[src/rtl/herald_host_bridge.sv]
// Host-side initiator for the Herald byte-strobe coprocessor bus: write cmd/operands, poll BUSY, read result.
// Optional HERALD_HOST_BRIDGE_SYNC_EN: 2-flop synchroniser on bus_din for an asynchronous coprocessor clock.
module herald_host_bridge #(
  parameter int STROBE_CYCLES  = 2,
  parameter int GAP_CYCLES     = 2,
  parameter int SETTLE_CYCLES  = 2,
  parameter int TIMEOUT_CYCLES = 4096
) (
  input  logic        clk,
  input  logic        rst_n,
  input  logic        req_valid,
  output logic        req_ready,
  input  logic [7:0]  req_cmd,
  input  logic [23:0] req_a,
  input  logic [23:0] req_b,
  output logic        rsp_valid,
  input  logic        rsp_ready,
  output logic [71:0] rsp_data,
  output logic [3:0]  rsp_nbytes,
  output logic        rsp_err,
  output logic [7:0]  bus_dout,
  output logic        bus_wr,
  output logic        bus_rd,
  input  logic [7:0]  bus_din,
  output logic        active
);
  localparam logic [2:0] S_IDLE   = 3'd0,
                         S_WR_HI  = 3'd1,
                         S_WR_LO  = 3'd2,
                         S_SETTLE = 3'd3,
                         S_POLL   = 3'd4,
                         S_RD_HI  = 3'd5,
                         S_RD_LO  = 3'd6,
                         S_RESP   = 3'd7;

  logic [7:0] din;
`ifdef HERALD_HOST_BRIDGE_SYNC_EN
  localparam int SETTLE_EFF = SETTLE_CYCLES + 2;
  logic [7:0] din_s1, din_s2;
  always_ff @(posedge clk or negedge rst_n) begin
    if (!rst_n) begin
      din_s1 <= '0;
      din_s2 <= '0;
    end else begin
      din_s1 <= bus_din;
      din_s2 <= din_s1;
    end
  end
  assign din = din_s2;
  // Read data must be presented early enough in the strobe to clear the synchroniser.
  always @(posedge clk)
    if (rst_n) assert (STROBE_CYCLES >= 4) else $error("STROBE_CYCLES must be >= 4 with synchroniser");
`else
  localparam int SETTLE_EFF = SETTLE_CYCLES;
  assign din = bus_din;
`endif

  localparam int CW = $clog2(TIMEOUT_CYCLES + 32);
  localparam logic [CW-1:0] T_STB = CW'(STROBE_CYCLES - 1);
  localparam logic [CW-1:0] T_GAP = CW'(GAP_CYCLES - 1);
  localparam logic [CW-1:0] T_SET = CW'(((SETTLE_EFF > 0) ? SETTLE_EFF : 1) - 1);
  localparam logic [CW-1:0] T_TMO = CW'(TIMEOUT_CYCLES - 1);

  logic [2:0]      state, nxt;
  logic [CW-1:0]   cnt;
  logic [3:0]      idx, idx_n, nwr, nrd, dec_nwr, dec_nrd;
  logic [6:0][7:0] wb;
  logic            dec_ok, tmo, last_wr, last_rd;

  // Byte counts include the command byte on the write side.
  always_comb begin
    dec_ok  = 1'b1;
    dec_nwr = 4'd7;
    dec_nrd = 4'd3;
    case (req_cmd)
      8'h10:                      begin dec_nwr = 4'd4; dec_nrd = 4'd6; end
      8'h11, 8'h12, 8'h20, 8'h21: ;
      8'h13:                      dec_nrd = 4'd9;
      8'h23:                      dec_nwr = 4'd4;
      8'h22:                      begin dec_nwr = 4'd1; dec_nrd = 4'd0; end
      default:                    begin dec_ok = 1'b0; dec_nwr = 4'd0; dec_nrd = 4'd0; end
    endcase
  end

  assign idx_n   = idx + 4'd1;
  assign last_wr = (idx == nwr - 4'd1);
  assign last_rd = (idx == nrd - 4'd1);

  always_comb begin
    nxt = state;
    tmo = 1'b0;
    case (state)
      S_IDLE:   if (req_valid) nxt = dec_ok ? S_WR_HI : S_RESP;
      S_WR_HI:  if (cnt == T_STB) nxt = S_WR_LO;
      S_WR_LO:  if (cnt == T_GAP) nxt = last_wr ? S_SETTLE : S_WR_HI;
      S_SETTLE: if (cnt == T_SET) nxt = S_POLL;
      S_POLL:
        if (!din[7]) nxt = (nrd == 4'd0) ? S_RESP : S_RD_HI;
        else if (cnt == T_TMO) begin
          nxt = S_RESP;
          tmo = 1'b1;
        end
      S_RD_HI:  if (cnt == T_STB) nxt = S_RD_LO;
      S_RD_LO:  if (cnt == T_GAP) nxt = last_rd ? S_RESP : S_RD_HI;
      S_RESP:   if (rsp_ready) nxt = S_IDLE;
      default:  nxt = S_IDLE;
    endcase
  end

  // Outputs are registered from the next state so they line up with the state register.
  always_ff @(posedge clk or negedge rst_n) begin
    if (!rst_n) begin
      state      <= S_IDLE;
      cnt        <= '0;
      idx        <= '0;
      nwr        <= '0;
      nrd        <= '0;
      wb         <= '0;
      req_ready  <= 1'b1;
      active     <= 1'b0;
      bus_wr     <= 1'b0;
      bus_rd     <= 1'b0;
      bus_dout   <= '0;
      rsp_valid  <= 1'b0;
      rsp_data   <= '0;
      rsp_nbytes <= '0;
      rsp_err    <= 1'b0;
    end else begin
      state     <= nxt;
      cnt       <= (nxt != state || state == S_IDLE || state == S_RESP) ? '0 : cnt + 1'b1;
      req_ready <= (nxt == S_IDLE);
      active    <= (nxt != S_IDLE);
      bus_wr    <= (nxt == S_WR_HI);
      bus_rd    <= (nxt == S_RD_HI);
      rsp_valid <= (nxt == S_RESP);
      case (state)
        S_IDLE:
          if (req_valid) begin
            wb         <= {req_b, req_a, req_cmd};
            nwr        <= dec_nwr;
            nrd        <= dec_nrd;
            idx        <= '0;
            rsp_data   <= '0;
            rsp_nbytes <= '0;
            rsp_err    <= !dec_ok;
            if (dec_ok) bus_dout <= req_cmd;
          end
        S_WR_LO:
          if (cnt == T_GAP) begin
            if (last_wr) idx <= '0;
            else begin
              idx      <= idx_n;
              bus_dout <= wb[idx_n[2:0]];
            end
          end
        S_POLL:   if (tmo) rsp_err <= 1'b1;
        S_RD_HI:  if (cnt == T_STB) rsp_data[idx*8 +: 8] <= din;
        S_RD_LO:
          if (cnt == T_GAP) begin
            if (last_rd) rsp_nbytes <= nrd;
            else idx <= idx_n;
          end
        default: ;
      endcase
    end
  end
endmodule

[config.mk]
export PLATFORM = sky130hd
export DESIGN_NAME = herald_host_bridge
export DESIGN_NICKNAME = d
export VERILOG_FILES = /design/src/rtl/herald_host_bridge.sv
export SDC_FILE = /design/constraint.sdc
export NUM_CORES = 1
export LEC_CHECK = 0
export BUFFER_PORTS_ARGS = -buffer_cell sky130_fd_sc_hd__buf_4
export CORE_ASPECT_RATIO = 1.4
export CORE_UTILIZATION = 40
export DETAILED_ROUTE_END_ITERATION = 10
export SYNTH_ARGS = -nofsm -noshare
export SYNTH_HDL_FRONTEND = slang
export SYNTH_SLANG_ARGS = --single-unit
export TNS_END_PERCENT = 30
[constraint.sdc]
create_clock -name clk -period 4.2 [get_ports clk]
set_input_delay 0 -clock clk [delete_from_list [all_inputs] [get_ports clk]]
set_output_delay 0 -clock clk [all_outputs]
set_load 0.02 [all_outputs]
==> results of run 1 <==
[layout make-up]
type                            instances  share of cell area [%]
Tap cell                              248                    2.92
Multi-Input combinational cell        581                    32.3
Sequential cell                       173                    40.7
Timing Repair Buffer                  229                    17.9
Clock inverter                         14                    1.47
Inverter                               15                   0.553
Clock buffer                           18                    4.13
[layer usage]
layer / GRT usage (%) / share of wire (%)
met1: 27.1 / 44
met2: 36.5 / 52
met3: 2.76 / 3.4
met4: 6.92 / 0.92
met5: 0 / 0
[registers in the layout, summed over array words and instances (netlist names), 4 cells and up]
signal / count
rsp_data: 72
nrd: 4
cnt: 13
idx: 4
rsp_nbytes: 4
wb: 56
bus_dout: 8
[worst paths after layout]
check / to / slack, ns / cells past startpoint
max: bus_dout[7]$_DFFE_PN0P_ / 1.33 / 9
min: nwr[0]$_DFFE_PN0P_ / 0.03 / 3
max reg2reg: bus_dout[7]$_DFFE_PN0P_ / 1.33 / 9
min reg2reg: wb[12]$_DFFE_PN0P_ / 0.47 / 2
max in group asynchronous: bus_dout[2]$_DFFE_PN0P_ / 3.07 / 3
min in group asynchronous: rsp_data[0]$_DFFE_PN0P_ / 0.17 / 2
[report_power, final]
part	internal, mW	leakage (nW)	total [mW]	switching, mW
clock	0.907	0.298	1.61	0.699
combinational	0.932	2.56	2.18	1.25
sequential	2.04	2.30	2.36	0.315
[placed cells by master, fill, tap and decap left out, types with 14 or more instances in the layout]
cell,instances
nand2_1,257
dfrtp_1,172
buf_4,161
dlygate4sd3_1,66
o21ai_0,54
a22o_1,43
nor2_1,41
clkbuf_16,17
inv_1,14
a21oi_1,14
[logic make-up after synthesis]
kind of cell	synth area share, %
mux	5.80
simple gates	20.3
flops	54.0
buf+inv	3.21
compound gates	12.8
xor+xnor	2.48
fa+ha+maj	1.40
[metrics by stage]
stage          cell area (um^2)  cells  util (%)  hold WS [ns]
3_5_place_dp               9380   1180      48.2        0.0797
3_3_place_gp               9380   1180      48.2        0.0830
5_1_grt                   10600   1278      54.7        0.0421
4_1_cts                   10600   1278      54.7        0.0224
2_1_floorplan              8020    817         -        -0.296
6_report                  10600   1278      54.7        0.0290
[critical path: cells and delay by family, from the launching register on]
| family | cells | cell delay [ns] |
|---|---|---|
| muxes | 2 | 0.66 |
| adders and majority gates | 1 | 0.60 |
| DFF | 1 | 0.51 |
| buffers and inverters | 2 | 0.51 |
| AOI/OAI and AO/OA | 3 | 0.42 |
| and+or+nand+nor | 1 | 0.05 |
[repair_timing]
action,4_1_cts,5_1_grt
setup buffers,0,0
hold endpoints to repair,213,0
hold buffers,66,0
==> impl_metrics.json, run 1 <==
{
  "syn-instance-count": 817,
  "synth-edff-count": 0,
  "hp-class": "input pin to register",
  "fillerInstances": 1746,
  "end_kind": "register",
  "grt_max_degree": 97,
  "synth-seq-cells": 173,
  "yosys_warnings": 0,
  "preCtsSetupSlack_ns": 1.34,
  "drcViolationCount": 0,
  "route.vias.total": 6444,
  "crit_path_start": "idx[1]$_DFFE_PN0P_",
  "die_w_um": 122,
  "clk_pin_slew_worst_paths_ns": 0.07,
  "regArea_um2": 4330,
  "finClkSkew_ns": 0.0114,
  "worstHoldStart": "req_valid",
  "grt_setup_unrepaired": "no",
  "tns_ns": 0,
  "clockBufferDepth": 2,
  "clock_sinks": 173,
  "worst_pin_slew_ns": 1.10,
  "grt_usage_pct": 21.1,
  "cap_violations": 0,
  "wirelength_mm": 20.9,
  "cp_cell_sequence": "inv_1 -> ha_1 -> buf_4 -> mux2_2 -> a22oi_1 -> nor2_1 -> a21oi_1 -> o21ai_0 -> mux2_4",
  "hold_viol_final": 0,
  "grt_pass1_wl_mm": 33.7,
  "async_reset_ff_share_pct": 100,
  "cp_slowest_cell": "ha_1",
  "crit_path_max_fanout": 18,
  "cts_tree": "done",
  "n_antenna_cell": 0,
  "syn_avg_cell_area_um2": 9.82,
  "cts_resized": 0,
  "netlist_area_um2": 8020,
  "antenna_found_initial": 0,
  "cts_inserted_buffers": 17,
  "root_buffer": "clkbuf_16",
  "seq_area_frac_synth_pct": 54.0,
  "synth_area_leaders": "dfrtp_1 (54%), nand2_1 (12%), a22o_1 (4.7%), o21ai_0 (3.4%), mux4_2 (2.2%)",
  "fin_nets": 1094,
  "postRouteAntennaNets": 0,
  "synth_top_area_share_pct": 53.7,
  "multiInputGateArea_um2": 3440,
  "synth_flop_cell": "dfrtp_1",
  "slew_headroom_pct": 26.7,
  "clock.fmax_mhz": 349,
  "core_um2": 19400,
  "grt_overflow": 0,
  "grt_pass1_vias": 6324,
  "startpoint_type": "register",
  "drive_gt1_share_pct": 23.7,
  "synth_cell_types": 63,
  "start_util_pct": 41.2,
  "arrival_ns": 3.18,
  "drt_iter0_markers": 336,
  "rows": 60,
  "die_h_um": 170,
  "slew_viol_final": 0,
  "p_per_area_nw_per_um2": 578,
  "layout_setup_ws_ns": 1.33,
  "critPathKind": "register to register",
  "fin_crit_sh_pct": 68.3,
  "p_leak_nw": 5.16,
  "pin_count": 158,
  "setup_viol": 0,
  "crit_required_ns": 4.51,
  "post_drt_wl_per_cell_um": 16.4,
  "cts-htree-levels": 4,
  "total_power_mw": 6.14,
  "synth_nets": 894,
  "critPathMaxStageDelay_ns": 0.60,
  "vdd_drop_max_v": 0.000341,
  "hpwl_mm": 14.6,
  "firstDrtPassIters": 4,
  "place_congestion": 0.781,
  "period_needed_ns": 2.87,
  "clk-insertion-delay-late_ns": 0.43,
  "port_buffers": 157,
  "reg2reg_from": "idx[1]$_DFFE_PN0P_",
  "yosys-top-cells-count": "nand2_1 (258), dfrtp_1 (172), o21ai_0 (54)",
  "status": "complete, no violations",
  "syn_to_final_growth_pct": 32.6,
  "yosys.area.top_type": "dfrtp_1",
  "die_area_um2": 20600,
  "synth_most_common_cell": "nand2_1",
  "drt-vias-per-instance": 5.04
}
(Power assumes the default switching activity.)
==> run 2: changes to the inputs <==
- clock period: 4.2 -> 2.7 ns (I/O delays scaled with it)
==> run 2 against run 1 <==
  * Register-to-register slack lost 1.2 ns
  * Clock skew grew 0.0019 ns
  * Non-clock buffer count grew 14
  * Core utilization grew 0.88 points
  * Fmax grew 12%
  * Critical endpoint is now bus_dout[6]$_DFFE_PN0P_
==> impl_metrics.json, run 2 (synthesis results as in run 1) <==
{
  "grt_pass1_vias": 6441,
  "layout_common_cells": "nand2_1 (257), buf_4 (173), dfrtp_1 (172), dlygate4sd3_1 (66), o21ai_0 (54)",
  "fin_nets": 1108,
  "root_buffer": "clkbuf_16",
  "drt-vias-per-instance": 5.12,
  "setup_viol": 0,
  "layout_commonest_cell": "nand2_1",
  "core_um2": 19400,
  "period_needed_ns": 2.56,
  "r2r_setup_slack_ns": 0.14,
  "pin_count": 158,
  "clock_sinks": 173,
  "cap_violations": 0,
  "post_drt_wl_per_cell_um": 16.3,
  "rows": 60,
  "grt_overflow": 0,
  "final_area_um2": 10800,
  "critPathKind": "register to register",
  "postRouteAntennaNets": 0,
  "drt_iter0_markers": 377,
  "wirelength_mm": 21.0,
  "cts_tree": "done",
  "startpoint_type": "register",
  "firstDrtPassIters": 4,
  "clk-insertion-delay-late_ns": 0.43,
  "hold_end": "nwr[1]$_DFFE_PN0P_",
  "drive_gt1_share_pct": 24.8,
  "syn_to_final_growth_pct": 34.7,
  "arrival_ns": 2.88,
  "crit_buf_inv": 1,
  "r2r_cells": 8,
  "die_area_um2": 20600,
  "dpl-instance-area_um2": 9510,
  "hpwl_mm": 14.5,
  "crit_family": "simple AND/OR/NAND/NOR gates",
  "cp_slowest_cell": "or4_1",
  "place_congestion": 0.785,
  "worstHoldPathCells": 3,
  "drcViolationCount": 0,
  "clk_pin_slew_worst_paths_ns": 0.07,
  "r2r_end": "bus_dout[6]$_DFFE_PN0P_",
  "clock.fmax_mhz": 390,
  "post_cts_buffers": 0,
  "port_buffers": 157,
  "p_leak_nw": 5.24,
  "preCtsSetupSlack_ns": 0.156,
  "grt_usage_pct": 21.6,
  "route.vias.total": 6620,
  "largest-register": "rsp_data",
  "grt_max_degree": 70,
  "status": "complete, no violations",
  "tns_ns": 0,
  "cts_inserted_buffers": 17,
  "die_h_um": 170,
  "hold_viol_final": 0,
  "hp-class": "input pin to register",
  "finalNonFillerCells": 1292,
  "slew_viol_final": 0,
  "worstHoldStart": "req_valid",
  "cp_cell_sequence": "inv_1 -> ha_1 -> xor2_1 -> or4_1 -> a311oi_4 -> o22ai_2 -> nand2_4 -> mux2_4",
  "largest_reg_flops": 72,
  "cts-htree-levels": 4,
  "crit_path_max_fanout": 8,
  "end_kind": "register",
  "whs_ns": 0.0573,
  "antenna_found_initial": 0,
  "reg2reg_from": "nwr[0]$_DFFE_PN0P_",
  "worst_pin_slew_ns": 0.945,
  "critPathMaxStageDelay_ns": 0.53,
  "grt_pass1_wl_mm": 34.1,
  "layout_setup_ws_ns": 0.135,
  "grt_setup_unrepaired": "no",
  "n_antenna_cell": 0,
  "p_per_area_nw_per_um2": 901,
  "die_w_um": 122,
  "finClkSkew_ns": 0.0133,
  "fin_crit_sh_pct": 95.0,
  "reg_top3": "rsp_data x72, wb x56, cnt x13",
  "vdd_drop_max_v": 0.000480,
  "start_util_pct": 41.2,
  "slew_headroom_pct": 36.2,
  "clockBufferDepth": 2,
  "crit_required_ns": 3.01,
  "dp_cells": 1194
}
[run 2: cell types whose count changed in the layout (fill, tap and decap cells not counted), moves of 2 or more]
cell	previous run	this run
buf_12	1	3
buf_4	161	173
clkinvlp_4	0	3
inv_6	6	3
[run 2: worst max path at each step]
stage | from | end | depth (start not counted)
final | nwr[0]$_DFFE_PN0P_ | bus_dout[6]$_DFFE_PN0P_ | 8
after global routing | nwr[0]$_DFFE_PN0P_ | bus_dout[6]$_DFFE_PN0P_ | 8
after CTS | nwr[0]$_DFFE_PN0P_ | bus_dout[6]$_DFFE_PN0P_ | 8
after detailed placement | nwr[0]$_DFFE_PN0P_ | bus_dout[6]$_DFFE_PN0P_ | 8
after global placement | nwr[0]$_DFFE_PN0P_ | bus_dout[5]$_DFFE_PN0P_ | 8
after floorplan | idx[0]$_DFFE_PN0P_ | rsp_data[48]$_DFFE_PN0P_ | 9
[run 2: per-stage QoR]
step	utilization (%)	total power [mW]
finish	55.6	9.73
global route	55.6	10.4
CTS	55.4	9.80
detailed placement	48.9	7.15
global placement	48.9	7.09
floorplan	-	6.05
[run 2: worst reg2reg max path, stage by stage, from the launching register on]
cell	delay, ns
dfrtp_1	0.41
inv_1	0.06
ha_1	0.20
xor2_1	0.18
or4_1	0.53
a311oi_4	0.40
o22ai_2	0.15
nand2_4	0.21
mux2_4	0.32
[run 2: area by class of cell]
type | instances | area [um^2]
flip-flops and latches | 173 | 4330
fillers | 1748 | 8640
multi-input cells | 581 | 3460
clock buffers | 17 | 425
clock inverters | 15 | 186
well taps | 248 | 310
inverters | 15 | 58.8
repair buffers | 243 | 2030
[run 2: per-layer routing]
layer / wire, um / vias up / global-route usage (%)
li1: - / 3202 / -
met1: 8840 / 3212 / 26.5
met2: 11000 / 183 / 37.6
met3: 863 / 23 / 4.30
met4: 359 / 0 / 6.76
met5: 0 / - / 0
[run 2: what timing repair did]
item,in CTS,in global routing
resized for setup,0,3
endpoints found under the hold margin,205,0
setup endpoints to repair,0,57
hold buffers,66,0
[run 2: report_power, final]
part	total (mW)	switching [mW]	internal [mW]	leakage (nW)
registers	3.59	0.408	3.18	2.30
clock network	2.56	1.09	1.47	0.292
logic	3.58	2.04	1.54	2.65
==> run 3: changes to the inputs <==
- GPL_TIMING_DRIVEN: default -> 0
==> run 3 against run 2 <==
  * Die area unchanged
  * First-iteration DRC count down 16%
  * Clock power down 7%
  * Wire length up 4.3%
  * Clock skew down 0.0053 ns
  * Largest power group is now combinational cells
  * Final cell count up 1.4%
  * Power up 1.1%
  * Global-route usage up 0.83 points
  * Non-clock buffer count up 18
  * Highest routed layer unchanged
==> impl_metrics.json, run 3 (synthesis results as in run 1) <==
{
  "status": "complete, no violations",
  "crit_path_max_fanout": 8,
  "finClkSkew_ns": 0.00799,
  "period_needed_ns": 2.60,
  "syn_to_final_growth_pct": 34.8,
  "port_buffers": 148,
  "grt_usage_pct": 22.4,
  "route.vias.total": 6680,
  "cap_violations": 0,
  "slew_viol_final": 0,
  "cp_slowest_cell": "or4_1",
  "startpoint_type": "register",
  "critPathMaxStageDelay_ns": 0.53,
  "reg2reg_from": "nwr[0]$_DFFE_PN0P_",
  "hpwl_mm": 15.6,
  "pin_count": 158,
  "clock_sinks": 173,
  "die_w_um": 122,
  "hold_end": "wb[4]$_DFFE_PN0P_",
  "largest_reg_flops": 72,
  "core_um2": 19400,
  "r2r_setup_slack_ns": 0.1,
  "worstHoldStart": "req_cmd[4]",
  "clockBufferDepth": 2,
  "fin_nets": 1126,
  "cp.depth": 8,
  "largest-register": "rsp_data",
  "start_util_pct": 41.2,
  "end_kind": "register",
  "wirelength_mm": 21.9,
  "fillerInstances": 1755,
  "dpl-instance-area_um2": 9480,
  "grt_max_degree": 123,
  "p_per_area_nw_per_um2": 910,
  "grt_setup_unrepaired": "yes",
  "cts_inserted_buffers": 17,
  "fin_crit_sh_pct": 96.3,
  "drive_gt1_share_pct": 24.2,
  "die_area_um2": 20600,
  "final_area_um2": 10800,
  "drt_iter0_markers": 318,
  "post_drt_wl_per_cell_um": 16.7,
  "finalNonFillerCells": 1310,
  "r2r_cells": 8,
  "dp_cells": 1214,
  "rows": 60,
  "cp_cell_sequence": "inv_1 -> ha_1 -> xor2_1 -> or4_1 -> a311oi_4 -> o22ai_2 -> nand2_4 -> mux2_4",
  "clock.fmax_mhz": 384,
  "crit_required_ns": 3.02,
  "grt_pass1_vias": 6558,
  "vdd_drop_max_v": 0.000653,
  "slew_headroom_pct": 35.8,
  "r2r_end": "bus_dout[3]$_DFFE_PN0P_",
  "reg_top3": "rsp_data x72, wb x56, cnt x13",
  "layout_commonest_cell": "nand2_1",
  "hp-class": "input pin to register",
  "drcViolationCount": 0,
  "arrival_ns": 2.92,
  "layout_common_cells": "nand2_1 (258), dfrtp_1 (172), buf_4 (152), dlygate4sd3_1 (59), o21ai_0 (53)",
  "drt-vias-per-instance": 5.10,
  "grt_pass1_wl_mm": 35.2,
  "clk_pin_slew_worst_paths_ns": 0.07,
  "antenna_found_initial": 0,
  "p_leak_nw": 5.18,
  "clk-insertion-delay-late_ns": 0.43,
  "setup_viol": 0,
  "cts_tree": "done",
  "critPathKind": "register to register",
  "cts-htree-levels": 4,
  "n_antenna_cell": 0,
  "crit_buf_inv": 1,
  "place_congestion": 0.800,
  "die_h_um": 170,
  "crit_family": "simple AND/OR/NAND/NOR gates",
  "root_buffer": "clkbuf_16",
  "hold_viol_final": 0,
  "postRouteAntennaNets": 0,
  "firstDrtPassIters": 5,
  "worst_pin_slew_ns": 0.950,
  "worstHoldPathCells": 3,
  "grt_overflow": 0
}
run 3: cell count changes in the layout (fill, tap and decap cells not counted), moves of 3 or more:
cell and change:
buf_6 +3, buf_4 -21, buf_2 +6, clkinvlp_4 +3
nor2_2 +3, buf_1 +7, clkbuf_1 +28, nor2_1 -4
dlygate4sd3_1 -7
run 3: metrics by stage:
step	setup TNS, ns	utilization [%]	power, mW	worst slack [ns]	hold WS, ns
3_3_place_gp	-24.97	48.6	7.16	-0.558	0.194
6_report	0	55.6	9.83	0.0990	0.000937
3_5_place_dp	-27.30	48.7	7.23	-0.564	-0.0615
5_1_grt	-0.0193	55.6	10.5	-0.00756	0.0474
4_1_cts	0	54.9	9.72	0.0206	0.00684
2_1_floorplan	0	-	6.05	0.171	-0.296
run 3: metal layers:
layer / vias to the layer above / GRT usage, % / wire length (um)
li1: 3242 / - / -
met1: 3216 / 27.4 / 8980
met4: 0 / 8.70 / 555
met3: 38 / 3.56 / 893
met2: 184 / 39.1 / 11500
met5: - / 0 / 0
run 3: layout make-up:
class	count	area, um^2	area share, %
flip-flops and latches	173	4330	40.1
plain buffers	47	233	2.15
multi-input cells	581	3520	32.5
clock inverters	14	135	1.25
clock buffers	18	429	3.97
inverters	15	58.8	0.544
well taps	248	310	2.87
repair buffers	214	1790	16.6
run 3: where the power goes:
| part | internal (mW) | switching (mW) | leakage, nW |
|---|---|---|---|
| Sequential | 3.18 | 0.371 | 2.30 |
| Combinational | 1.63 | 2.28 | 2.62 |
| Clock | 1.29 | 1.08 | 0.258 |
run 3: how the worst max path moves through the flow:
| stage | start | to | slack [ns] |
|---|---|---|---|
| 3_5_place_dp | idx[0]$_DFFE_PN0P_ | rsp_data[4]$_DFFE_PN0P_ | -0.56 |
| 6_report | nwr[0]$_DFFE_PN0P_ | bus_dout[3]$_DFFE_PN0P_ | 0.1 |
| 3_3_place_gp | idx[0]$_DFFE_PN0P_ | rsp_data[5]$_DFFE_PN0P_ | -0.56 |
| 2_1_floorplan | idx[0]$_DFFE_PN0P_ | rsp_data[48]$_DFFE_PN0P_ | 0.17 |
| 5_1_grt | idx[1]$_DFFE_PN0P_ | bus_dout[7]$_DFFE_PN0P_ | -0.008 |
| 4_1_cts | idx[1]$_DFFE_PN0P_ | bus_dout[7]$_DFFE_PN0P_ | 0.02 |
run 3: tightest hold or removal path, cell delays in order:
cell and delay [ns]:
clkbuf_1 0.22, nand2_1 0.12, nand2_1 0.05
run 3: timing repair:
item	in CTS	in global routing
setup endpoints to repair	80	69
setup buffers	2	4
resized for setup	10	23
pin swaps	2	2
endpoints found under the hold margin	159	0
hold buffers	59	0
